$ cat config.mk
export PLATFORM = sky130hd
export DESIGN_NAME = dmem_arbiter
export DESIGN_NICKNAME = d
export VERILOG_FILES = /design/src/rtl/dmem_pkg.sv /design/src/rtl/rr_lock_arb.sv /design/src/rtl/dmem_arbiter.sv
export SDC_FILE = /design/constraint.sdc
export NUM_CORES = 1
export LEC_CHECK = 0
export ABC_AREA = 1
export BUFFER_PORTS_ARGS = -buffer_cell sky130_fd_sc_hd__buf_4
export CAP_MARGIN = 20
export CORE_AREA = 4 4 120 122
export CTS_BUF_LIST = sky130_fd_sc_hd__clkbuf_4 sky130_fd_sc_hd__clkbuf_8 sky130_fd_sc_hd__clkbuf_16
export DETAILED_ROUTE_END_ITERATION = 7
export DIE_AREA = 0 0 124 126
export PLACE_DENSITY = 0.49
export RECOVER_POWER = 100
export SYNTH_ARGS = -nofsm -noshare
export SYNTH_HDL_FRONTEND = slang
export SYNTH_SLANG_ARGS = --single-unit
$ cat constraint.sdc
create_clock -name clk -period 4.12 [get_ports clk]
set_clock_uncertainty 0.15 [all_clocks]
set_input_delay 0.412 -clock clk [delete_from_list [all_inputs] [get_ports clk]]
set_output_delay 0.412 -clock clk [all_outputs]
set_load 0.01 [all_outputs]
$ cat src/rtl/dmem_pkg.sv
// Shared constants for the data-memory arbiter: owner encoding and the default
// lock/burst length.
package dmem_pkg;

   localparam logic OWN_CPU = 1'b0;
   localparam logic OWN_DMA = 1'b1;

   localparam int DEF_MAX_BURST = 8;

   // Round-robin choice when neither lock nor burst limit decides the contention
   function automatic logic rr_pick(input logic last_dma);
      return last_dma ? OWN_CPU : OWN_DMA;
   endfunction

endpackage

$ cat src/rtl/rr_lock_arb.sv
// Two-requester arbiter: round-robin with a DMA lock that is bounded by MAX_BURST
// consecutive grants. Grants are combinational from requests and registered state.
module rr_lock_arb
   import dmem_pkg::*;
#(
   parameter int MAX_BURST = DEF_MAX_BURST,
   parameter int BURST_W   = $clog2(MAX_BURST + 1)
) (
   input  logic clk,
   input  logic reset,
   input  logic cpu_req,
   input  logic dma_req,
   input  logic dma_lock,
   output logic cpu_gnt,
   output logic dma_gnt
);

   localparam logic [BURST_W-1:0] BURST_LIMIT = BURST_W'(MAX_BURST);

   logic               last_dma_reg, last_dma_next;
   logic [BURST_W-1:0] burst_cnt_reg, burst_cnt_next;
   logic               lock_hold;
   logic               burst_full;

   assign burst_full = (burst_cnt_reg == BURST_LIMIT);
   assign lock_hold  = dma_lock & last_dma_reg & (burst_cnt_reg < BURST_LIMIT);

   always_comb begin
      cpu_gnt = 1'b0;
      dma_gnt = 1'b0;
      if (!reset) begin
         if (cpu_req && dma_req) begin
            // The burst limit overrides the lock so the CPU wait stays bounded
            if (burst_full) begin
               cpu_gnt = 1'b1;
            end else if (lock_hold) begin
               dma_gnt = 1'b1;
            end else if (rr_pick(last_dma_reg) == OWN_DMA) begin
               dma_gnt = 1'b1;
            end else begin
               cpu_gnt = 1'b1;
            end
         end else begin
            cpu_gnt = cpu_req;
            dma_gnt = dma_req;
         end
      end
   end

   always_comb begin
      last_dma_next  = last_dma_reg;
      burst_cnt_next = '0;
      if (dma_gnt) begin
         last_dma_next  = 1'b1;
         burst_cnt_next = burst_full ? burst_cnt_reg : burst_cnt_reg + BURST_W'(1);
      end else if (cpu_gnt) begin
         last_dma_next  = 1'b0;
      end
   end

   always_ff @(posedge clk) begin
      if (reset) begin
         last_dma_reg  <= 1'b1;
         burst_cnt_reg <= '0;
      end else begin
         last_dma_reg  <= last_dma_next;
         burst_cnt_reg <= burst_cnt_next;
      end
   end

endmodule

$ cat src/rtl/dmem_arbiter.sv
// Shares one data memory port between the CPU MEM stage and a DMA requester;
// muxes address/data, generates strobes and counts CPU stall cycles.
module dmem_arbiter
   import dmem_pkg::*;
#(
   parameter int MAX_BURST = DEF_MAX_BURST,
   parameter int CNT_W     = 16
) (
   input  logic             clk,
   input  logic             reset,
   input  logic             cpu_req,
   input  logic             cpu_wr,
   input  logic [31:0]      cpu_addr,
   input  logic [31:0]      cpu_wdata,
   output logic [31:0]      cpu_rdata,
   output logic             cpu_stall,
   input  logic             dma_req,
   input  logic             dma_wr,
   input  logic [31:0]      dma_addr,
   input  logic [31:0]      dma_wdata,
   input  logic             dma_lock,
   output logic [31:0]      dma_rdata,
   output logic             dma_ack,
   output logic             mem_rd,
   output logic             mem_wr,
   output logic [31:0]      mem_addr,
   output logic [31:0]      mem_wdata,
   input  logic [31:0]      mem_rdata,
   output logic [CNT_W-1:0] stall_cnt
);

   logic             cpu_gnt, dma_gnt, any_gnt, owner;
   logic [31:0]      port_addr  [2];
   logic [31:0]      port_wdata [2];
   logic             port_wr    [2];
   logic [CNT_W-1:0] stall_cnt_reg, stall_cnt_next;

   rr_lock_arb #(
      .MAX_BURST(MAX_BURST)
   ) u_arb (
      .clk     (clk),
      .reset   (reset),
      .cpu_req (cpu_req),
      .dma_req (dma_req),
      .dma_lock(dma_lock),
      .cpu_gnt (cpu_gnt),
      .dma_gnt (dma_gnt)
   );

   assign port_addr[OWN_CPU]  = cpu_addr;
   assign port_addr[OWN_DMA]  = dma_addr;
   assign port_wdata[OWN_CPU] = cpu_wdata;
   assign port_wdata[OWN_DMA] = dma_wdata;
   assign port_wr[OWN_CPU]    = cpu_wr;
   assign port_wr[OWN_DMA]    = dma_wr;

   // With no grant the CPU side drives the bus, so the memory sees a stable address
   assign owner     = dma_gnt ? OWN_DMA : OWN_CPU;
   assign any_gnt   = cpu_gnt | dma_gnt;
   assign mem_addr  = port_addr[owner];
   assign mem_wdata = port_wdata[owner];
   assign mem_rd    = any_gnt & ~port_wr[owner];
   assign mem_wr    = any_gnt &  port_wr[owner];

   assign cpu_rdata = mem_rdata;
   assign dma_rdata = mem_rdata;
   assign dma_ack   = dma_gnt;
   assign cpu_stall = cpu_req & ~cpu_gnt & ~reset;

   always_comb begin
      stall_cnt_next = stall_cnt_reg;
      if (cpu_stall && (stall_cnt_reg != {CNT_W{1'b1}})) begin
         stall_cnt_next = stall_cnt_reg + CNT_W'(1);
      end
   end

   always_ff @(posedge clk) begin
      if (reset) begin
         stall_cnt_reg <= '0;
      end else begin
         stall_cnt_reg <= stall_cnt_next;
      end
   end

   assign stall_cnt = stall_cnt_reg;

endmodule

-- Word level (Yosys, flattened, before mapping)
Cells that the tools add are included.
- bits in registers: 21
- output and inout bits: 148
- add/subtract/negate cells: 2
- magnitude comparators: 2
- equal/unequal tests: 2
- multiplexer cells: 20
- bitwise logic cells: 12
- reduce and logical (&&, ||, !) cells: 4
- operators with widths (operator ; count):
    2-to-1 mux 32 bit ; 6
    adder 16 x 1 -> 16 bit, second input constant ; 1
    inequality test 16 bit, second input constant ; 1
    2-to-1 mux 1 bit ; 14
    bitwise AND 1 bit ; 6
    adder 4 x 1 -> 4 bit, second input constant ; 1
    equality test 4 bit, second input constant ; 1
    < comparator 4 bit, second input constant ; 1
    inverter 1 bit ; 4
    OR reduction 2 bit ; 2
    >= comparator 2 bit, second input constant ; 1
    logical AND 1 bit ; 2
    inverter 1 -> 2 bit ; 1
    OR 1 bit ; 1

-- Longest topological paths before layout
- depth in word-level cells: 13
- mapped depth: 10

-- By module
A second synthesis with hierarchy kept.
- cells, all modules: 458
- area total of the unflattened synthesis: 2531.2 sq um
- by module, submodules not included (module ; instances ; cells an instance ; area each (sq um) ; sequential area each (sq um)):
    dmem_arbiter ; 1 ; 418 ; 2219.6 ; 320.3
    rr_lock_arb ; 1 ; 40 ; 311.5 ; 100.1

-- Least setup slack after synthesis
Ideal clock, no wire load.
- kind: register -> output
- start point: register u_arb.burst_cnt_reg[0]
- end point: output mem_wdata[12]
- data arrival time: 1.490 ns
- required time: 3.558 ns
- slack: 2.068 ns
- cell stages (with the launch flop): 10
- buffers on the path: 2
- path through: dfxtp_1 > inv_1 > ha_1 > nand3_2 > nand2_4 > a21oi_4 > buf_4 > buf_2 > nand2_1 > nand2_1
- cells in the longest elaborated chain, start to end: 11
- RTL lines (what ; line ; RTL):
    start, declared ; rr_lock_arb.sv:21 ; logic [BURST_W-1:0] burst_cnt_reg, burst_cnt_next;
    start signal, assigned ; rr_lock_arb.sv:67 ; burst_cnt_reg <= burst_cnt_next;
    < comparator 4 bit ; rr_lock_arb.sv:26 ; assign lock_hold = dma_lock & last_dma_reg & (burst_cnt_reg < BURST_LIMIT);
    bitwise AND 1 bit ; rr_lock_arb.sv:26 ;
    2-to-1 mux 1 bit ; rr_lock_arb.sv:36 ; end else if (lock_hold) begin
    2-to-1 mux 1 bit * ; rr_lock_arb.sv:34 ; if (burst_full) begin
    2-to-1 mux 1 bit * ; rr_lock_arb.sv:32 ; if (cpu_req && dma_req) begin
    2-to-1 mux 1 bit * ; rr_lock_arb.sv:31 ; if (!reset) begin
    2-to-1 mux 1 bit * ; dmem_arbiter.sv:58 ; assign owner = dma_gnt ? OWN_DMA : OWN_CPU;
    inverter 1 -> 2 bit (implied by the code) * ; dmem_arbiter.sv:61 ; assign mem_wdata = port_wdata[owner];
    2-to-1 mux 32 bit (implied by the code) * (3 in series) ; dmem_arbiter.sv:61 ;
    end, declared ; dmem_arbiter.sv:27 ; output logic [31:0] mem_wdata,
Mark *: on every way between the ends. The rest lies on a longest branch, timed or not. The select of a mux whose other input is x is not followed.

-- Final worst setup path
- start point: register u_arb.burst_cnt_reg[0]
- end point: output mem_addr[9]
- cells in the longest elaborated chain, start to end: 11
- RTL lines (what ; line ; RTL):
    < comparator 4 bit ; rr_lock_arb.sv:26 ;
    bitwise AND 1 bit ; rr_lock_arb.sv:26 ;
    2-to-1 mux 1 bit ; rr_lock_arb.sv:36 ;
    2-to-1 mux 1 bit * ; rr_lock_arb.sv:34 ;
    2-to-1 mux 1 bit * ; rr_lock_arb.sv:32 ;
    2-to-1 mux 1 bit * ; rr_lock_arb.sv:31 ;
    2-to-1 mux 1 bit * ; dmem_arbiter.sv:58 ;
    inverter 1 -> 2 bit (implied by the code) * ; dmem_arbiter.sv:60 ; assign mem_addr = port_addr[owner];
    2-to-1 mux 32 bit (implied by the code) * (3 in series) ; dmem_arbiter.sv:60 ;
    end, declared ; dmem_arbiter.sv:26 ; output logic [31:0] mem_addr,
Marks and branches as above.

==> impl_metrics.yaml <==
cts:
  htree_levels: 1
  numCtsBuffers: 3
  ctsResizeCount: 0
  clk_pin_slew_worst_paths_ns: 0.06
  cts_sinks: 21
  cts_hold_buf: 0
  cts_max_path_buffers: 2
  cts_setup_buffers: 0
  cts_tree: "built"
  clk_latency_ns: 0.26
  cts-root-buf: "clkbuf_16"
placement:
  dpl.hpwl_um: 12100
  place_congestion: 0.883
  io_buffers: 218
  place_ws_ns: 1.32
synth:
  synth_top_family_by_area: "simple AND/OR/NAND/NOR gates"
  syn_avg_cell_area_um2: 5.62
  yosys.area_share.adder: 0.0140
  synth_xor_area_frac: 0.0229
  syn_inst: 477
  synth_compound_area_frac: 0.0696
  synthDistinctLibCells: 27
  synth_simple_gate_area_frac: 0.486
  synth.yosys.warnings: 0
  ys_ff_latch: 21
  synthMuxAreaShare: 0
  ys_seq_area_frac: 0.157
  syn_nets: 647
  syn_area_um2: 2680
final_layout:
  area_delta_synth_final_pct: 38.5
  layout.nets: 794
  layout-drive-gt1-share: 0.274
  fill_cells: 1574
  largest_reg_flops: 16
timing:
  setup_tns_ns: 0
  fmax_mhz: 297
  period_share: 0.818
  setup_viol: 0
  hold_viol_final: 0
  maxSlewHeadroom: 0.0574
  post-route-min-period_ns: 3.37
  worstMarginPinSlew_ns: 1.41
  rsz0062_at_grt: "false"
  drv_slew: 0
  worst_slack_ns: 0.750
die:
  fp.dieH_um: 126
  initial_utilization: 0.203
  io_pins: 315
  dieArea_um2: 15600
  die_w_um: 124
  num_rows: 42
  core_um2: 13200
worst_setup_path:
  critPathRequiredTime_ns: 3.56
  crit_family: "simple AND/OR/NAND/NOR gates"
  crit_top_cell: "nand2_1"
  criticalPathCategory: "reg -> out"
  critPathArrivalTime_ns: 2.81
  crit_path_end_kind: "output port"
  max_stage_delay_ns: 0.52
  crit_path_max_fanout: 33
  cp_num_buf_inv: 3
  start_kind: "register"
  crit_path_top_delay_cell: "nand2_2"
  path_cells: "inv_1 -> ha_1 -> nand3_1 -> nand2_4 -> nand2_1 -> nand2_2 -> clkbuf_1 -> nand2_1 -> nand2_1 -> buf_4"
routing:
  routed_wl_um: 13800
  vias: 3372
  drt_iter0_markers: 168
  via_per_inst: 4.22
  drtPass1Iterations: 4
  postRouteAntennaNets: 0
  post_drt_wl_per_cell_um: 17.3
  drc: 0
global_routing:
  grt_pass1_vias: 3310
  grt.total_usage: 0.164
  grt_pass1_wl_um: 19600
  busiest_layer: "met2"
  grt.overflow.total: 0
  met2_usage: 0.243
  grt_max_degree: 36
  antenna_found_initial: 0
  grtUsageMet3: 0.0538
  met1_usage: 0.234
pwr:
  p_seq_frac: 0.284
  p_int_mw: 0.484
  p_clk_frac: 0.298
  peakVddDrop_mv: 0.0832
  p_per_area_nw_per_um2: 198
  combPwrFrac: 0.418
  switchingPower_mw: 0.250
  p_sw_frac: 0.341
  leakagePower_nw: 1.86
  finalPower_mw: 0.734
flow_run:
  maxCapViolCount: 0
hold_path:
  worstHoldPathType: "in -> reg"
status:
  status: "finished, final reports clean"
[worst register-to-register path: stages (launching register included)]
cell and delay (ns):
dfxtp_1 0.38, inv_1 0.08, ha_1 0.23, nand3_1 0.19, nand2_4 0.08, nand2_1 0.14
nand3_1 0.17, nor2_1 1.09, nand2_1 0.10, nor2_1 0.14, nor2_1 0.05
[layout make-up]
| type | count | area [um^2] | area share |
|---|---|---|---|
| tap | 176 | 220 | 0.0593 |
| timing repair buffer | 223 | 1380 | 0.371 |
| multi-input combinational | 351 | 1520 | 0.410 |
| sequential | 21 | 420 | 0.113 |
| antenna | 1 | 2.50 | 0.000674 |
| inverter | 24 | 90.1 | 0.0243 |
| clock buffer | 4 | 82.6 | 0.0223 |
[kinds of logic (layout without fill, tap and decap cells)]
family | Yosys count | after routing
AO/OA/AOI/OAI | 27 | 27
other | 0 | 1
adder cells (fa/ha/maj) | 3 | 3
XOR/XNOR | 7 | 7
AND/OR/NAND/NOR | 314 | 314
flip-flops | 21 | 21
buffers and inverters | 105 | 251
[per-stage QoR]
stage	instances	hold WS [ns]	utilization	cell area (um^2)
after floorplan	477	0.295	-	2680
after global placement	795	0.315	0.303	3990
after detailed placement	795	0.314	0.303	3990
after CTS	799	0.254	0.309	4070
after global routing	799	0.281	0.281	3710
final	800	0.258	0.281	3710
[placed cells by master, fill, tap and decap left out]
master	netlist	routed
nand3_1	7	9
xor2_1	4	4
inv_2	4	4
nor2_4	2	1
o21a_1	1	1
clkbuf_16	0	3
ha_1	3	3
diode_2	0	1
o21ai_0	8	9
clkbuf_1	1	79
nand2_1	250	251
nand4_1	8	8
nand2_2	12	12
nor2_1	26	27
inv_1	20	20
a21oi_2	10	1
nor2_2	2	2
a21oi_4	1	1
dfxtp_1	21	21
nand2_4	2	1
clkbuf_2	0	1
nor3_1	2	2
a21oi_1	6	15
buf_4	69	143
nand3_2	2	1
clkbuf_4	0	1
xnor2_1	3	3
[power by group through the flow]
stage / Sequential (mW) / Combinational (mW) / Clock, mW
after floorplan: 0.212 / 0.190 / 0
after global placement: 0.213 / 0.355 / 0
after detailed placement: 0.213 / 0.356 / 0
after CTS: 0.209 / 0.357 / 0.222
after global routing: 0.209 / 0.336 / 0.231
final: 0.209 / 0.307 / 0.219
[worst paths after layout]
path,start,endpoint,slack (ns),cells after the start
worst max-delay path,u_arb.burst_cnt_reg[0],mem_addr[9],0.75,10
worst min-delay path,dma_req,u_arb.last_dma_reg,0.26,3
worst max register to register,u_arb.burst_cnt_reg[0],stall_cnt[6],1.21,10
worst min register to register,u_arb.last_dma_reg,u_arb.last_dma_reg,0.32,2
[synth_stat cells (all sizes together)]
| cell | count | share of area |
|---|---|---|
| nand2 | 264 | 0.39 |
| o21a | 1 | 0.0028 |
| ha | 3 | 0.014 |
| inv | 24 | 0.034 |
| a21oi | 17 | 0.050 |
| dfxtp | 21 | 0.16 |
| nor3 | 2 | 0.0037 |
| buf | 80 | 0.22 |
| xor2 | 4 | 0.013 |
| nand4 | 8 | 0.019 |
| nand3 | 10 | 0.027 |
| o21ai | 9 | 0.017 |
| clkbuf | 1 | 0.0014 |
| xnor2 | 3 | 0.0098 |
| nor2 | 30 | 0.049 |
[per-layer routing]
layer  share of wire  vias up
met2            0.43      194
met4           0.011        0
met1            0.45     1470
met3            0.11       21
met5               0        -
li1                -     1687
(Power assumes the default switching activity.)
